## src/rtl/ex_div_stall_unit.sv

```systemverilog
// EX-stage multi-cycle DIV/DIVU engine (radix-2 restoring, one quotient bit per cycle).
// Requests an EX stall while busy and holds the finished result until EX advances.
module ex_div_stall_unit #(
    parameter int unsigned DATA_W       = 32,
    parameter int unsigned STALL_W      = 6,
    parameter int unsigned EX_STALL_BIT = 3
) (
    input  logic                  clk,
    input  logic                  rst,
    input  logic [STALL_W-1:0]    stall,
    input  logic                  div_en,
    input  logic                  div_signed,
    input  logic                  annul,
    input  logic [DATA_W-1:0]     opdata1,
    input  logic [DATA_W-1:0]     opdata2,
    output logic [2*DATA_W-1:0]   div_result,
    output logic                  div_ready,
    output logic                  stallreq_for_ex
);

    localparam int unsigned CNT_W = $clog2(DATA_W);

    typedef enum logic [1:0] {IDLE, DIV_ZERO, DIV_ON, DONE} state_e;

    state_e                 state_q, state_d;
    logic [CNT_W-1:0]       cnt_q, cnt_d;
    logic [DATA_W-1:0]      rem_q, rem_d;
    logic [DATA_W-1:0]      quo_q, quo_d;
    logic [DATA_W-1:0]      dvs_q, dvs_d;
    logic                   neg_quo_q, neg_quo_d;
    logic                   neg_rem_q, neg_rem_d;
    logic [2*DATA_W-1:0]    res_q, res_d;

    logic [DATA_W:0]        rem_sh;
    logic [DATA_W:0]        trial;
    logic [DATA_W-1:0]      rem_nx, quo_nx;
    logic [DATA_W-1:0]      op1_abs, op2_abs;
    logic                   unused_stall;

    // Only the EX freeze bit matters here; the other stall bits are don't-care.
    assign unused_stall = ^stall;

    assign div_result = res_q;
    assign div_ready  = (state_q == DONE);

    assign op1_abs = (div_signed && opdata1[DATA_W-1]) ? -opdata1 : opdata1;
    assign op2_abs = (div_signed && opdata2[DATA_W-1]) ? -opdata2 : opdata2;

    // One restoring step: remainder is kept below the divisor, so DATA_W bits store it
    // and the extra trial bit is the borrow.
    always_comb begin
        rem_sh = {rem_q, quo_q[DATA_W-1]};
        trial  = rem_sh - {1'b0, dvs_q};
        if (trial[DATA_W]) begin
            rem_nx = rem_sh[DATA_W-1:0];
            quo_nx = {quo_q[DATA_W-2:0], 1'b0};
        end else begin
            rem_nx = trial[DATA_W-1:0];
            quo_nx = {quo_q[DATA_W-2:0], 1'b1};
        end
    end

    always_ff @(posedge clk) begin
        if (rst) begin
            state_q   <= IDLE;
            cnt_q     <= '0;
            rem_q     <= '0;
            quo_q     <= '0;
            dvs_q     <= '0;
            neg_quo_q <= 1'b0;
            neg_rem_q <= 1'b0;
            res_q     <= '0;
        end else begin
            state_q   <= state_d;
            cnt_q     <= cnt_d;
            rem_q     <= rem_d;
            quo_q     <= quo_d;
            dvs_q     <= dvs_d;
            neg_quo_q <= neg_quo_d;
            neg_rem_q <= neg_rem_d;
            res_q     <= res_d;
        end
    end

    always_comb begin
        state_d         = state_q;
        cnt_d           = cnt_q;
        rem_d           = rem_q;
        quo_d           = quo_q;
        dvs_d           = dvs_q;
        neg_quo_d       = neg_quo_q;
        neg_rem_d       = neg_rem_q;
        res_d           = res_q;
        stallreq_for_ex = 1'b0;

        if (annul) begin
            state_d = IDLE;
        end else begin
            case (state_q)
                IDLE: begin
                    stallreq_for_ex = div_en;
                    if (div_en) begin
                        if (opdata2 == '0) begin
                            state_d = DIV_ZERO;
                        end else begin
                            rem_d     = '0;
                            quo_d     = op1_abs;
                            dvs_d     = op2_abs;
                            neg_quo_d = div_signed & (opdata1[DATA_W-1] ^ opdata2[DATA_W-1]);
                            neg_rem_d = div_signed & opdata1[DATA_W-1];
                            cnt_d     = '0;
                            state_d   = DIV_ON;
                        end
                    end
                end
                DIV_ZERO: begin
                    stallreq_for_ex = 1'b1;
                    res_d           = '0;
                    state_d         = DONE;
                end
                DIV_ON: begin
                    stallreq_for_ex = 1'b1;
                    rem_d           = rem_nx;
                    quo_d           = quo_nx;
                    cnt_d           = cnt_q + CNT_W'(1);
                    if (cnt_q == CNT_W'(DATA_W - 1)) begin
                        res_d   = {(neg_rem_q ? -rem_nx : rem_nx),
                                   (neg_quo_q ? -quo_nx : quo_nx)};
                        state_d = DONE;
                    end
                end
                DONE: begin
                    if (!stall[EX_STALL_BIT]) state_d = IDLE;
                end
                default: state_d = IDLE;
            endcase
        end
    end

endmodule
```

## config.mk

```make
export PLATFORM = sky130hd
export DESIGN_NAME = ex_div_stall_unit
export DESIGN_NICKNAME = d
export VERILOG_FILES = /design/src/rtl/ex_div_stall_unit.sv
export SDC_FILE = /design/constraint.sdc
export NUM_CORES = 1
export LEC_CHECK = 0
export ABC_AREA = 1
export BUFFER_PORTS_ARGS = -buffer_cell sky130_fd_sc_hd__buf_2
export CAP_MARGIN = 10
export CORE_ASPECT_RATIO = 2
export CORE_MARGIN = 5
export CORE_UTILIZATION = 53
export CTS_CLUSTER_SIZE = 8
export DETAILED_ROUTE_END_ITERATION = 16
export PLACE_DENSITY = 0.73
export RECOVER_POWER = 100
export SLEW_MARGIN = 40
export SYNTH_ARGS = -nofsm -noshare
export SYNTH_HDL_FRONTEND = slang
export SYNTH_SLANG_ARGS = --single-unit
```

## constraint.sdc

```tcl
create_clock -name clk -period 4.9 [get_ports clk]
set_input_delay 0.49 -clock clk [delete_from_list [all_inputs] [get_ports clk]]
set_output_delay 0.49 -clock clk [all_outputs]
set_load 0.02 [all_outputs]
```

# Word level (Yosys, flattened, before mapping)
# Index checks and enable logic that the tools add are counted.
[totals]
reg_bits = 169
inputBits = 75
output_inout_bits = 66
word_cells = 63
[classes]
add_sub_neg = 6
eq_ne = 8
muxes = 24
bitwise_logic = 5
n_reduce_logical = 12
[op_table]
columns = ["operator", "count"]
rows = [
  ["2-to-1 mux 32 bit", 9],
  ["negator 32 bit", 4],
  ["one-hot mux 32 bit (2 select lines)", 2],
  ["one-hot mux 64 bit (2 select lines)", 1],
  ["2-to-1 mux 64 bit", 1],
  ["subtractor 33 x 32 -> 33 bit", 1],
  ["zero test 32 bit", 1],
  ["2-to-1 mux 5 bit", 2],
  ["one-hot mux 5 bit (2 select lines)", 1],
  ["2-to-1 mux 2 bit", 4],
  ["inequality test 2 bit, second input constant", 4],
  ["one-hot mux 2 bit (4 select lines)", 1],
  ["AND reduction 4 bit", 2],
  ["AND reduction 3 bit", 2],
  ["adder 5 x 1 -> 5 bit, second input constant", 1],
  ["equality test 5 bit, second input constant", 1],
  ["equality test 2 bit, second input constant", 2],
  ["nonzero test 2 bit", 2],
  ["OR reduction 2 bit", 2],
  ["AND 1 bit", 2],
  ["equality test 2 x 1 -> 1 bit, second input constant", 1],
  ["logical AND 1 bit", 2],
  ["zero test 2 bit", 1],
  ["2-to-1 mux 1 bit", 2],
  ["other kinds (3)", 4],
]

# Logic depth before layout (Yosys ltp)
# Gate-level depths: netlist (run 1).
[depth]
word_depth = 6
mapped_depth = 30
depth_no_buf = 29

# Worst setup path after synthesis (run 1)
# OpenSTA, ideal clock, no wires.
[synth_path]
kind = "flip-flop to flip-flop"
startpoint = "reg quo_q[31]"
endpoint = "reg res_q[28] (netlist: div_result[28])"
setup_time_ns = 0.070
arrival_ns = 3.868
required_ns = 4.830
slack_ns = 0.962
path_stages_with_launch = 30
n_path_buf = 1
synth_period_minus_slack_ns = 3.938
path_cell_list = "dfxtp_1 inv_1 ha_1 inv_1 fa_1 nand2_1 nand2_1 nand3_1 nand2_1 nand2_1 nand2_1 nand2_2 nand3_4 nand2_8 buf_4 ha_1 nand3_1 nor3_1 nand3_1 nor3_1 nand4_1 nand2_1 o21ai_0 nor2_1 o21ai_0 a21oi_1 nor2_1 nor2_1 nand2_1 a21oi_1"
[synth_via]
elab_chain_cells = 6
[synth_rtl]
columns = ["item", "line_no", "source"]
rows = [
  ["from (decl)", "28", "logic [DATA_W-1:0] quo_q, quo_d;"],
  ["from (signal assigned)", "77", "quo_q <= quo_d;"],
  ["subtractor 33 x 32 -> 33 bit", "53", "trial = rem_sh - {1'b0, dvs_q};"],
  ["2-to-1 mux 1 bit", "54", "if (trial[DATA_W]) begin"],
  ["negator 32 bit", "128", "(neg_quo_q ? -quo_nx : quo_nx)};"],
  ["2-to-1 mux 32 bit", "128", ""],
  ["2-to-1 mux 64 bit", "126", "if (cnt_q == CNT_W'(DATA_W - 1)) begin"],
  ["one-hot mux 64 bit (2 select lines)", "99", "case (state_q)"],
  ["to (signal assigned)", "81", "res_q <= res_d;"],
  ["to (decl)", "32", "logic [2*DATA_W-1:0] res_q, res_d;"],
]
# Every way passes these cells. The select of a mux whose other input is x is not followed.
# A chain may end at the register's enable or synchronous reset.

# Worst setup path in the final report (run 1)
[layout_path]
startpoint = "reg dvs_q[27]"
endpoint = "reg res_q[54] (netlist: div_result[54])"
[layout_via]
elab_chain_cells = 6
[layout_rtl]
columns = ["item", "line_no", "source"]
rows = [
  ["from (decl)", "29", "logic [DATA_W-1:0] dvs_q, dvs_d;"],
  ["from (signal assigned)", "78", "dvs_q <= dvs_d;"],
  ["subtractor 33 x 32 -> 33 bit *", "53", ""],
  ["2-to-1 mux 32 bit *", "54", ""],
  ["negator 32 bit", "127", "res_d = {(neg_rem_q ? -rem_nx : rem_nx),"],
  ["2-to-1 mux 32 bit *", "127", ""],
  ["2-to-1 mux 64 bit *", "126", ""],
  ["one-hot mux 64 bit (2 select lines) *", "99", ""],
]
# Every way passes the cells marked *; elsewhere a longest branch is shown, timed or not. The select of a mux whose other input is x is not followed.

==> impl_results.md, run 1 <==
* Drt via density at 5.418
* Average routed wire per standard cell at 16.70 µm
* Clk slew on worst S/H paths at roughly 0.070 ns
* Mapped cell area at 12480 µm²
* Share of cells above drive strength 1 at 7.397%
* Synth Area in Compound Gates at 15.66%
* CTS Buf Count at 17
* # hold bufs at CTS at 0
* Endpoints failing setup at 0
* Worst-Margin Slew at 1.799 ns
* DRT Pass-1 Iters at 5
* Layout area overhead at 9.913%
* Combinational family with the most area after synthesis: simple AND/OR/NAND/NOR gates
* Buffers on Ports at 135
* Critical path launch point type: register
* Row count at 79
* Largest net degree at the start of global routing at 101
* Worst Setup End Kind: register
* HPWL after detailed placement at 32460 µm
* CTS tree: done
* Clk buf depth at 2
* Crit Path Category: register to register
* Failing checks: capacitance limit, slew limit
* EDFF count, synth at 0
* Core area at 23230 µm²
* Initial core utilization at around 54%
* Nets at about 2300
* DR DRC count at 0
* Netlist cell types at 53
* Synth Net Count at 2171
* Cell Pwr Density at 278.0 nW/µm²
* Crit share post-route at 91.77%
* Grt total ovfl at 0
* Global-route wire length before repair at between 60000 and 70000 µm
* Vias at approximately 13000
* Max FO, Critical Path at 40
* Final Critical Period at 4.497 ns
* Slew margin rel. at -19.96%
* Number of synthesized register bits at 169
* Hold Path Class: input port to register
* Final Skew at 0.009530 ns
* Main synth FF type: dfxtp_1
* Mux contribution to synthesized area at 0%
* Fmax at 222.4 MHz
* Final wirelength at between 40000 and 50000 µm
* N_diodes at 0
* Synth Area in XOR/XNOR at about 5.5%
* Final RePlAce weighted congestion at between 0.9 and 1
* Avg Inst Size Synth at 6.078 µm²
* Maximum VDD drop at 284.5 µV
* Gate Count Post-Synth at 2054
* Status: finished, violations left
* Synth warn at 0
* Register area share after synthesis at ~27%
* FFs w/ async S/R, synth at 0%
* Max-cap viol count at 1
* Antenna violations before repair at 0
* Hold violation count in the final report at 0
* I/O pins at 141
* Synth Area in Simple Gates at 36.49%
* Core Util, Final at 59.07%
* Die area at 26910 µm²
* Max Slew Vio Count at 52
* Worst-skew pair later-pin latency at 0.45 ns
* Die width at 118.5 µm
* Root buf cell: clkbuf_16
* Initial drt markers at roughly 720
* Critical path arrival at 4.87 ns
* GRT Util Overall at 29.82%
* Vias in the first global route at between 10000 and 15000
* H-tree depth at 4
* Unrepaired setup endpoints after global routing: false
* Post-route ant nets at 0
* Leak at roughly 6.7 nW
* TNS Setup at 0 ns
* Sinks on Clock Net at between 150 and 200
* Critical path data required time at 5.27 ns
* Adder-Cell Fraction of Synth Area at 4.270%
* Die H at roughly 230 µm
-- cell type report --
class / instances / area [µm²]
clock inverter: 10 / 108.9
tap: 283 / 354.1
fill: 2464 / 9508
multi-input combinational: 1538 / 7666
sequential: 169 / 3383
clock buffer: 22 / 484.2
inverter: 275 / 1032
timing repair buffer: 149 / 691.9
-- power breakdown --
group          switching [mW]  internal (mW)
Combinational           0.678          0.305
Sequential             0.0430           1.42
Clock                   0.601          0.765
Total                    1.32           2.49
-- worst max-delay path: stages, from the launching register on --
cell,delay (ns)
dfxtp_1,0.33
inv_1,0.13
ha_1,0.44
nand2_2,0.12
nor2_2,0.15
inv_2,0.06
nor3_4,0.19
and2_1,0.18
nand2_2,0.09
nand2_1,0.14
nand2_1,0.33
nand2_4,0.55
nand2_1,0.16
nand2_1,0.16
ha_1,0.19
nand3_1,0.12
nand2_1,0.16
nand2_1,0.14
a21oi_2,0.33
nand2_1,0.10
nand2_1,0.07
nand3_1,0.11
a21oi_1,0.16
-- state kept, by name, summed over array words and instances, names as in the netlist --
signal      flops
neg_quo_q       1
state_q         2
div_result     64
cnt_q           5
quo_q          32
rem_q          32
dvs_q          32
neg_rem_q       1
-- stage by stage --
stage	power, mW	worst slack, ns	hold WS [ns]	area (µm²)	std cells
5_1_grt	4.002	0.02009	0.3458	13720	2446
4_1_cts	3.840	0.3633	0.3178	13890	2445
2_1_floorplan	2.184	0.9618	0.4301	12480	2054
3_3_place_gp	2.472	0.4489	0.4508	13290	2413
6_report	3.814	0.4034	0.3278	13720	2446
3_5_place_dp	2.484	0.3861	0.4559	13300	2413
-- cell families (layout without fill, tap and decap cells) --
family,count (synthesis),in the layout
AOI/OAI and AO/OA,355,355
xor gates and xnor gates,78,78
adders and majority gates,42,42
buffers and inverters,347,456
DFF,169,169
and+or+nand+nor,1063,1063
-- cell usage in the layout, fill, tap and decap left out, types with 13 or more instances in the layout --
cell       instances
ha_1              41
clkbuf_16         17
nand3_1          132
o21ai_0           91
nor3_1            25
dfxtp_1          169
xor2_1            53
clkbuf_1          71
buf_2             66
xnor2_1           25
inv_1            270
nand4_1           20
a21oi_1          199
a31oi_1           22
nor2_1           167
nand2_2           15
nand2_1          647
nand3b_1          13
-- Yosys cell counts, drive strengths merged (3+ instances only) --
library cell / instances / area [µm²]
nand2: 666 / 2609
a21o: 3 / 22.52
a2bb2oi: 8 / 70.07
dfxtp: 169 / 3383
nand4: 20 / 125.1
xor2: 53 / 464.2
o21ai: 95 / 486.7
xnor2: 25 / 219.0
or2: 11 / 68.81
a21oi: 203 / 1050
nand3: 135 / 710.7
inv: 273 / 1025
a31oi: 22 / 137.6
nor2: 173 / 684.4
nor4: 11 / 68.82
buf: 15 / 127.6
nor3: 28 / 151.4
ha: 41 / 513.0
clkbuf: 57 / 214.0
nand3b: 13 / 97.59
o21bai: 7 / 52.55
and2: 4 / 25.02
o31ai: 3 / 22.52
o211ai: 4 / 30.03
-- final timing paths --
path	from	to	slack [ns]	cells after the start
worst min register to register	div_result[12]$_SDFFE_PP0P_	div_result[12]$_SDFFE_PP0P_	0.46	2
worst max register to register	dvs_q[27]$_SDFFE_PP0P_	div_result[54]$_SDFFE_PP0P_	0.40	22
worst max-delay path	dvs_q[27]$_SDFFE_PP0P_	div_result[54]$_SDFFE_PP0P_	0.40	22
worst min-delay path	opdata2[1]	dvs_q[1]$_SDFFE_PP0P_	0.33	3
-- per-layer routing --
metal,vias to the layer above,track usage [%],part of all wire [%]
met5,-,0,0
met2,355,57.29,54
met4,0,21.46,7.7
met3,121,4.028,4.0
met1,6018,28.48,35
li1,6758,-,-
-- timing repair --
item	in CTS	in global routing
resized for setup	0	1
setup endpoints to repair	0	5
setup buffers	0	1
No activity file was read; power rests on OpenSTA's default activity.
==> run 2: changes to the inputs <==
--- a/config.mk
+++ b/config.mk
@@ -13,7 +13,7 @@
 export CORE_UTILIZATION = 53
 export CTS_CLUSTER_SIZE = 8
 export DETAILED_ROUTE_END_ITERATION = 16
-export PLACE_DENSITY = 0.73
+export PLACE_DENSITY = 0.76
 export RECOVER_POWER = 100
 export SLEW_MARGIN = 40
 export SYNTH_ARGS = -nofsm -noshare
==> constraint.sdc (replaced) <==
create_clock -name clk -period 4 [get_ports clk]
set_input_delay 0.4 -clock clk [delete_from_list [all_inputs] [get_ports clk]]
set_output_delay 0.4 -clock clk [all_outputs]
set_load 0.02 [all_outputs]
==> run 2 against run 1 <==
Net effect:
- the flow still finishes with violations (capacitance limit, slew limit)
- count of clock-buffer cells in the layout fell by 2
- setup slack worse by 0.14 ns
- cell count up 4.7%
- critical endpoint is now div_result[28]$_SDFFE_PP0P_
- combinational power up 39%
- highest routed layer unchanged
==> impl_results.md, run 2 (same netlist as run 1, synthesis figures left out) <==
* Status: finished, violations left
* Failing checks: capacitance limit, slew limit
* Largest net degree at the start of global routing at 74 (-27%)
* Max-cap viol count at 2 (+1)
* Average routed wire per standard cell at 16.68 µm (-0.15%)
* Initial drt markers at 1027 (+42%)
* Design area at 14800 µm² (+7.9%)
* Final wirelength at 42690 µm (+4.5%)
* Worst Setup End Kind: register
* Post-route ant nets at 0 (unchanged)
* Clk slew on worst S/H paths at 0.07 ns (about the same)
* Placed inst area at 14170 µm² (+6.5%)
* Drt via density at 5.486 (+1.3%)
* Row count at 79 (unchanged)
* Clk buf depth at 2 (unchanged)
* Nets at 2382 (+5.1%)
* Crit Path Category: register to register
* Buffers on Ports at 135 (unchanged)
* Fmax at 267.3 MHz (+20%)
* HPWL after detailed placement at 34080 µm (+5.0%)
* Share of cells above drive strength 1 at 13.70% (+6.3 points)
* Max FO, Critical Path at 6 (-85%)
* Final Critical Period at 3.740 ns (-0.7561 ns)
* Commonest non-fill, non-tap cells in the layout: nand2_1, inv_1, a21oi_1
* Die width at 118.5 µm (unchanged)
* Initial core utilization at 53.74% (unchanged)
* Sinks on Clock Net at 169 (unchanged)
* H-tree depth at 4 (unchanged)
* Max Slew Vio Count at 90 (+73%)
* Antenna violations before repair at 0 (unchanged)
* Hold Path Class: input port to register
* Grt total ovfl at 0 (unchanged)
* Non-filler instance count after layout at 2560 (+4.7%)
* GRT Util Overall at 30.86% (+1.0 points)
* Core area at 23230 µm² (unchanged)
* DRT Pass-1 Iters at 6 (+1)
* Die area at 26910 µm² (unchanged)
* Final Skew at 0.01135 ns (+0.001818 ns)
* CP startpoint: dvs_q[26]$_SDFFE_PP0P_
* I/O pins at 141 (unchanged)
* N_diodes at 0 (unchanged)
* CTS Buf Count at 17 (unchanged)
* Hold violation count in the final report at 0 (unchanged)
* Leak at 7.242 nW (+8.8%)
* Root buf cell: clkbuf_16
* Worst-Margin Slew at 1.777 ns (-0.02232 ns)
* Vias at 14040 (+6.0%)
* Global-route wire length before repair at 66050 µm (+3.3%)
* Endpoints failing setup at 0 (unchanged)
* Worst r2r src: dvs_q[26]$_SDFFE_PP0P_
* Critical path launch point type: register
* HP Start: opdata2[1]
* Cell Pwr Density at 324.0 nW/µm² (+17%)
* Final RePlAce weighted congestion at 0.9381 (-2.9%)
* Crit share post-route at 93.51% (+1.7 points)
* Post-route worst setup slack at 0.2596 ns (-0.1439 ns)
* Critical path arrival at 4.11 ns (-0.76 ns)
* Post-place setup slack at -0.1228 ns (-0.5088 ns)
* Slew margin rel. at -18.47% (+1.5 points)
* TNS Setup at 0 ns (unchanged)
* Worst-skew pair later-pin latency at 0.45 ns (about the same)
* Vias in the first global route at 13540 (+4.5%)
* Maximum VDD drop at 367.0 µV (+29%)
* Layout area overhead at 18.59%
* # hold bufs at CTS at 0 (unchanged)
* Most common cell after layout, fill and taps aside: nand2_1
* Cell total after placement at 2526 (+4.7%)
* Critical path data required time at 4.37 ns (-0.90 ns)
* CTS tree: done
* Die H at 227.0 µm (unchanged)
* DR DRC count at 0 (unchanged)
* Max reg flops at 64 (unchanged)
==> run 2: final cells by class <==
class	instances	area [µm²]
tap	283	354.1
clock inverter	11	112.6
sequential	169	3385
multi-input combinational	1538	7889
clock buffer	20	456.7
fill	2315	8424
inverter	275	1032
timing repair buffer	264	1575
==> run 2: power breakdown <==
part	switching, mW	internal (mW)	leakage [nW]
sequential	0.0574	1.74	1.37
combinational	0.889	0.484	5.61
clock	0.730	0.894	0.259
total	1.68	3.12	7.24
==> run 2: final timing paths <==
check / depth (start not counted) / slack (ns) / end
max: 27 / 0.26 / div_result[28]$_SDFFE_PP0P_
min: 3 / 0.26 / dvs_q[1]$_SDFFE_PP0P_
max reg2reg: 27 / 0.26 / div_result[28]$_SDFFE_PP0P_
min reg2reg: 2 / 0.46 / div_result[34]$_SDFFE_PP0P_
==> run 2: metrics by stage <==
stage                     hold slack, ns  power [mW]  utilization, %
after detailed placement          0.4539       3.142           60.99
after global routing              0.2669       5.022           63.73
after CTS                         0.2460       4.760           63.52
after floorplan                   0.4301       2.676               -
after global placement            0.4515       3.119           60.99
final                             0.2592       4.796           63.73
==> run 2: worst max-delay path, cell delays in order, from the launching register on <==
cell,delay (ns)
dfxtp_1,0.32
inv_1,0.13
ha_4,0.31
nand2_2,0.07
nor2_2,0.14
inv_2,0.06
nor3_4,0.21
buf_4,0.16
a21oi_4,0.08
nand2_4,0.09
nand2_4,0.07
nand2_8,0.09
ha_4,0.14
nand3_4,0.09
nor3_4,0.20
nand3_2,0.11
nor3_2,0.20
nand4_1,0.17
nand2_2,0.13
o21ai_4,0.08
nor2_2,0.13
o21ai_1,0.08
buf_4,0.18
a21oi_2,0.13
nor2_1,0.05
nor2_1,0.08
nand2_1,0.05
a21oi_1,0.12
==> run 2: what timing repair did <==
action	in CTS	in global routing
resized for setup	3	34
pin swaps	1	10
setup endpoints to repair	5	9
buffers inserted	1	2
==> run 2: per-layer routing <==
metal | global-route usage, % | wire (µm) | up-vias | part of all wire (%)
met5 | 0 | 0 | - | 0
met4 | 25.38 | 3802 | 0 | 8.9
met3 | 4.301 | 1856 | 172 | 4.3
met2 | 59.10 | 22880 | 483 | 54
met1 | 28.23 | 14150 | 6397 | 33
li1 | - | - | 6992 | -
==> run 3: changes to the inputs <==
--- a/config.mk
+++ b/config.mk
@@ -6,14 +6,14 @@
 export NUM_CORES = 1
 export LEC_CHECK = 0
 export ABC_AREA = 1
-export BUFFER_PORTS_ARGS = -buffer_cell sky130_fd_sc_hd__buf_2
+export BUFFER_PORTS_ARGS = -buffer_cell sky130_fd_sc_hd__clkbuf_2
 export CAP_MARGIN = 10
 export CORE_ASPECT_RATIO = 2
 export CORE_MARGIN = 5
-export CORE_UTILIZATION = 53
+export CORE_UTILIZATION = 49
 export CTS_CLUSTER_SIZE = 8
 export DETAILED_ROUTE_END_ITERATION = 16
-export PLACE_DENSITY = 0.76
+export PLACE_DENSITY = 0.71
 export RECOVER_POWER = 100
 export SLEW_MARGIN = 40
 export SYNTH_ARGS = -nofsm -noshare
==> run 3 against run 2 <==
Net effect:
- largest cell class unchanged
- highest routed layer unchanged
- sequential power hardly changed
- fmax shrank 1.7%
- hold slack worse by 0.022 ns
- clock power increased by 3%
- via count shrank 0.31%
- wire length increased by 1.9%
- first-iteration DRC count decreased by 13%
- the flow now finishes without violations
- critical path depth grew 2
- power grew 1.1%
- sequential cell count unchanged
- global-route usage is 1.0 points lower
- utilization down 4.2 points
==> impl_results.md, run 3 (same netlist as run 1, synthesis figures left out) <==
* Status: finished clean
* DR DRC count at 0 (unchanged)
* Worst-Margin Slew at 1.254 ns (-0.5227 ns)
* Worst-skew pair later-pin latency at 0.45 ns (about the same)
* Average routed wire per standard cell at 16.53 µm (-0.85%)
* Max FO, Critical Path at 6 (unchanged)
* Cell Pwr Density at 324.1 nW/µm² (about the same)
* Reg2reg path depth at 29 (+7.4%)
* Share of cells above drive strength 1 at 14.25% (+0.55 points)
* TNS Setup at 0 ns (unchanged)
* Fillers at 2600 (+12%)
* Drt via density at 5.321 (-3.0%)
* R2R Path End: div_result[28]$_SDFFE_PP0P_
* CTS tree: done
* Final wirelength at 43500 µm (+1.9%)
* H-tree depth at 4 (unchanged)
* Die area at 28960 µm² (+7.6%)
* Nets at 2399 (+0.71%)
* Clk buf depth at 2 (unchanged)
* Max stage delay on crit path at 0.39 ns (+0.07 ns)
* Die H at 235.7 µm (+3.8%)
* HPWL after detailed placement at 35000 µm (+2.7%)
* Final Critical Period at 3.805 ns (+0.06428 ns)
* Die width at 122.9 µm (+3.7%)
* N_diodes at 0 (unchanged)
* CP endpoint: div_result[28]$_SDFFE_PP0P_
* Worst r2r src: quo_q[31]$_SDFFE_PP0P_
* Crit share post-route at 95.12% (+1.6 points)
* Critical path launch point type: register
* Max Slew Vio Count at 0 (-100%)
* Vias at 14000 (-0.31%)
* Critical path arrival at 4.19 ns (+0.08 ns)
* Power, Total at 4.851 mW (+1.1%)
* Antenna violations before repair at 0 (unchanged)
* CP startpoint: quo_q[31]$_SDFFE_PP0P_
* DRT Pass-1 Iters at 7 (+1)
* Commonest non-fill, non-tap cells in the layout: nand2_1, inv_1, a21oi_1
* Initial core utilization at 49.66% (-4.1 points)
* Clk slew on worst S/H paths at 0.08 ns (about the same)
* Sinks on Clock Net at 169 (unchanged)
* Endpoints failing setup at 0 (unchanged)
* Fmax at 262.8 MHz (-1.7%)
* Root buf cell: clkbuf_16
* GRT Util Overall at 29.86% (-1.0 points)
* Global-route wire length before repair at 67340 µm (+2.0%)
* Maximum VDD drop at 272.3 µV (-26%)
* Row count at 82 (+3.8%)
* Initial drt markers at 898 (-13%)
* Crit Path Category: register to register
* Max-cap viol count at 0 (-2)
* Most common cell after layout, fill and taps aside: nand2_1
* Hold violation count in the final report at 0 (unchanged)
* Critical path data required time at 4.39 ns (+0.02 ns)
* # hold bufs at CTS at 0 (unchanged)
* I/O pins at 141 (unchanged)
* Largest net degree at the start of global routing at 99 (+34%)
* Slew margin rel. at 16.37% (+35 points)
* Reg2Reg Setup Slack at 0.20 ns (-0.06 ns)
* Post-route ant nets at 0 (unchanged)
* Hold Path Class: input port to register
* Max reg flops at 64 (unchanged)
* CTS Buf Count at 17 (unchanged)
* Slowest-stage cell, CP: fa_2
* Cell mode on critical path: nand2_2
* Core area at 25140 µm² (+8.2%)
* Leak at 7.366 nW (+1.7%)
* Buffers on Ports at 135 (unchanged)
* Layout area overhead at 19.91%
* Worst Setup End Kind: register
* Vias in the first global route at 13460 (-0.59%)
* Final Skew at 0.01398 ns (+0.002632 ns)
* Final RePlAce weighted congestion at 0.9760 (+4.0%)
* Grt total ovfl at 0 (unchanged)
[run 3: cell count changes in the layout (fill, tap and decap cells not counted), sizes merged]
cell | before | now
buf | 193 | 142
clkbuf | 91 | 156
clkinv | 3 | 5
clkinvlp | 6 | 3
inv | 276 | 281
[run 3: what timing repair did]
action                                  4_1_cts  5_1_grt
buffers inserted                              0        2
pin swaps                                     0        7
gates resized for setup                       3       28
endpoints found under the setup margin        6       14
[run 3: area by class of cell]
class | instances | area [µm²] | area share (%)
clock buffer | 17 | 425.4 | 2.842
clock inverter | 15 | 156.4 | 1.045
inverter | 275 | 1033 | 6.905
multi-input combinational | 1538 | 7860 | 52.51
sequential | 169 | 3383 | 22.60
tap | 336 | 420.4 | 2.809
timing repair buffer | 281 | 1689 | 11.28
[run 3: per-stage QoR]
step	util, %	instances	worst slack [ns]	hold slack, ns	instance area (µm²)
after floorplan	-	2054	0.06182	0.4301	12480
after global placement	57.11	2597	-0.1359	0.4541	14360
after detailed placement	57.16	2597	-0.2218	0.4569	14370
after CTS	59.51	2629	0.01908	0.2253	14960
after global routing	59.55	2631	-0.1283	0.2541	14970
final	59.55	2631	0.1953	0.2370	14970
[run 3: how the worst min path moves through the flow]
stage / start / to / slack [ns] / cells past startpoint
after floorplan: dvs_q[12]$_SDFFE_PP0P_ / dvs_q[12]$_SDFFE_PP0P_ / 0.43 / 2
after global routing: opdata1[0] / quo_q[0]$_SDFFE_PP0P_ / 0.25 / 3
after global placement: div_result[63]$_SDFFE_PP0P_ / div_result[63]$_SDFFE_PP0P_ / 0.45 / 2
after CTS: opdata1[0] / quo_q[0]$_SDFFE_PP0P_ / 0.23 / 3
final: opdata1[0] / quo_q[0]$_SDFFE_PP0P_ / 0.24 / 3
after detailed placement: div_result[14]$_SDFFE_PP0P_ / div_result[14]$_SDFFE_PP0P_ / 0.46 / 2
[run 3: layer usage]
| layer | part of all wire (%) | global-route usage (%) | up-vias |
|---|---|---|---|
| li1 | - | - | 7034 |
| met5 | 0 | 0 | - |
| met2 | 53 | 55.85 | 435 |
| met4 | 8.9 | 23.11 | 0 |
| met3 | 3.6 | 3.823 | 161 |
| met1 | 34 | 28.11 | 6370 |
[run 3: worst max-delay path, delay by kind of cell (launching register included)]
family | cells | cell delay [ns]
AND/OR/NAND/NOR | 19 | 2.01
adder cells (fa/ha/maj) | 3 | 0.69
AO/OA/AOI/OAI | 4 | 0.42
flip-flops | 1 | 0.32
buffers and inverters | 3 | 0.30
[run 3: where the power goes]
part	switching, mW	total, mW	internal (mW)
clock	0.785	1.67	0.884
sequential	0.0604	1.80	1.74
combinational	0.896	1.38	0.485
total	1.74	4.85	3.11
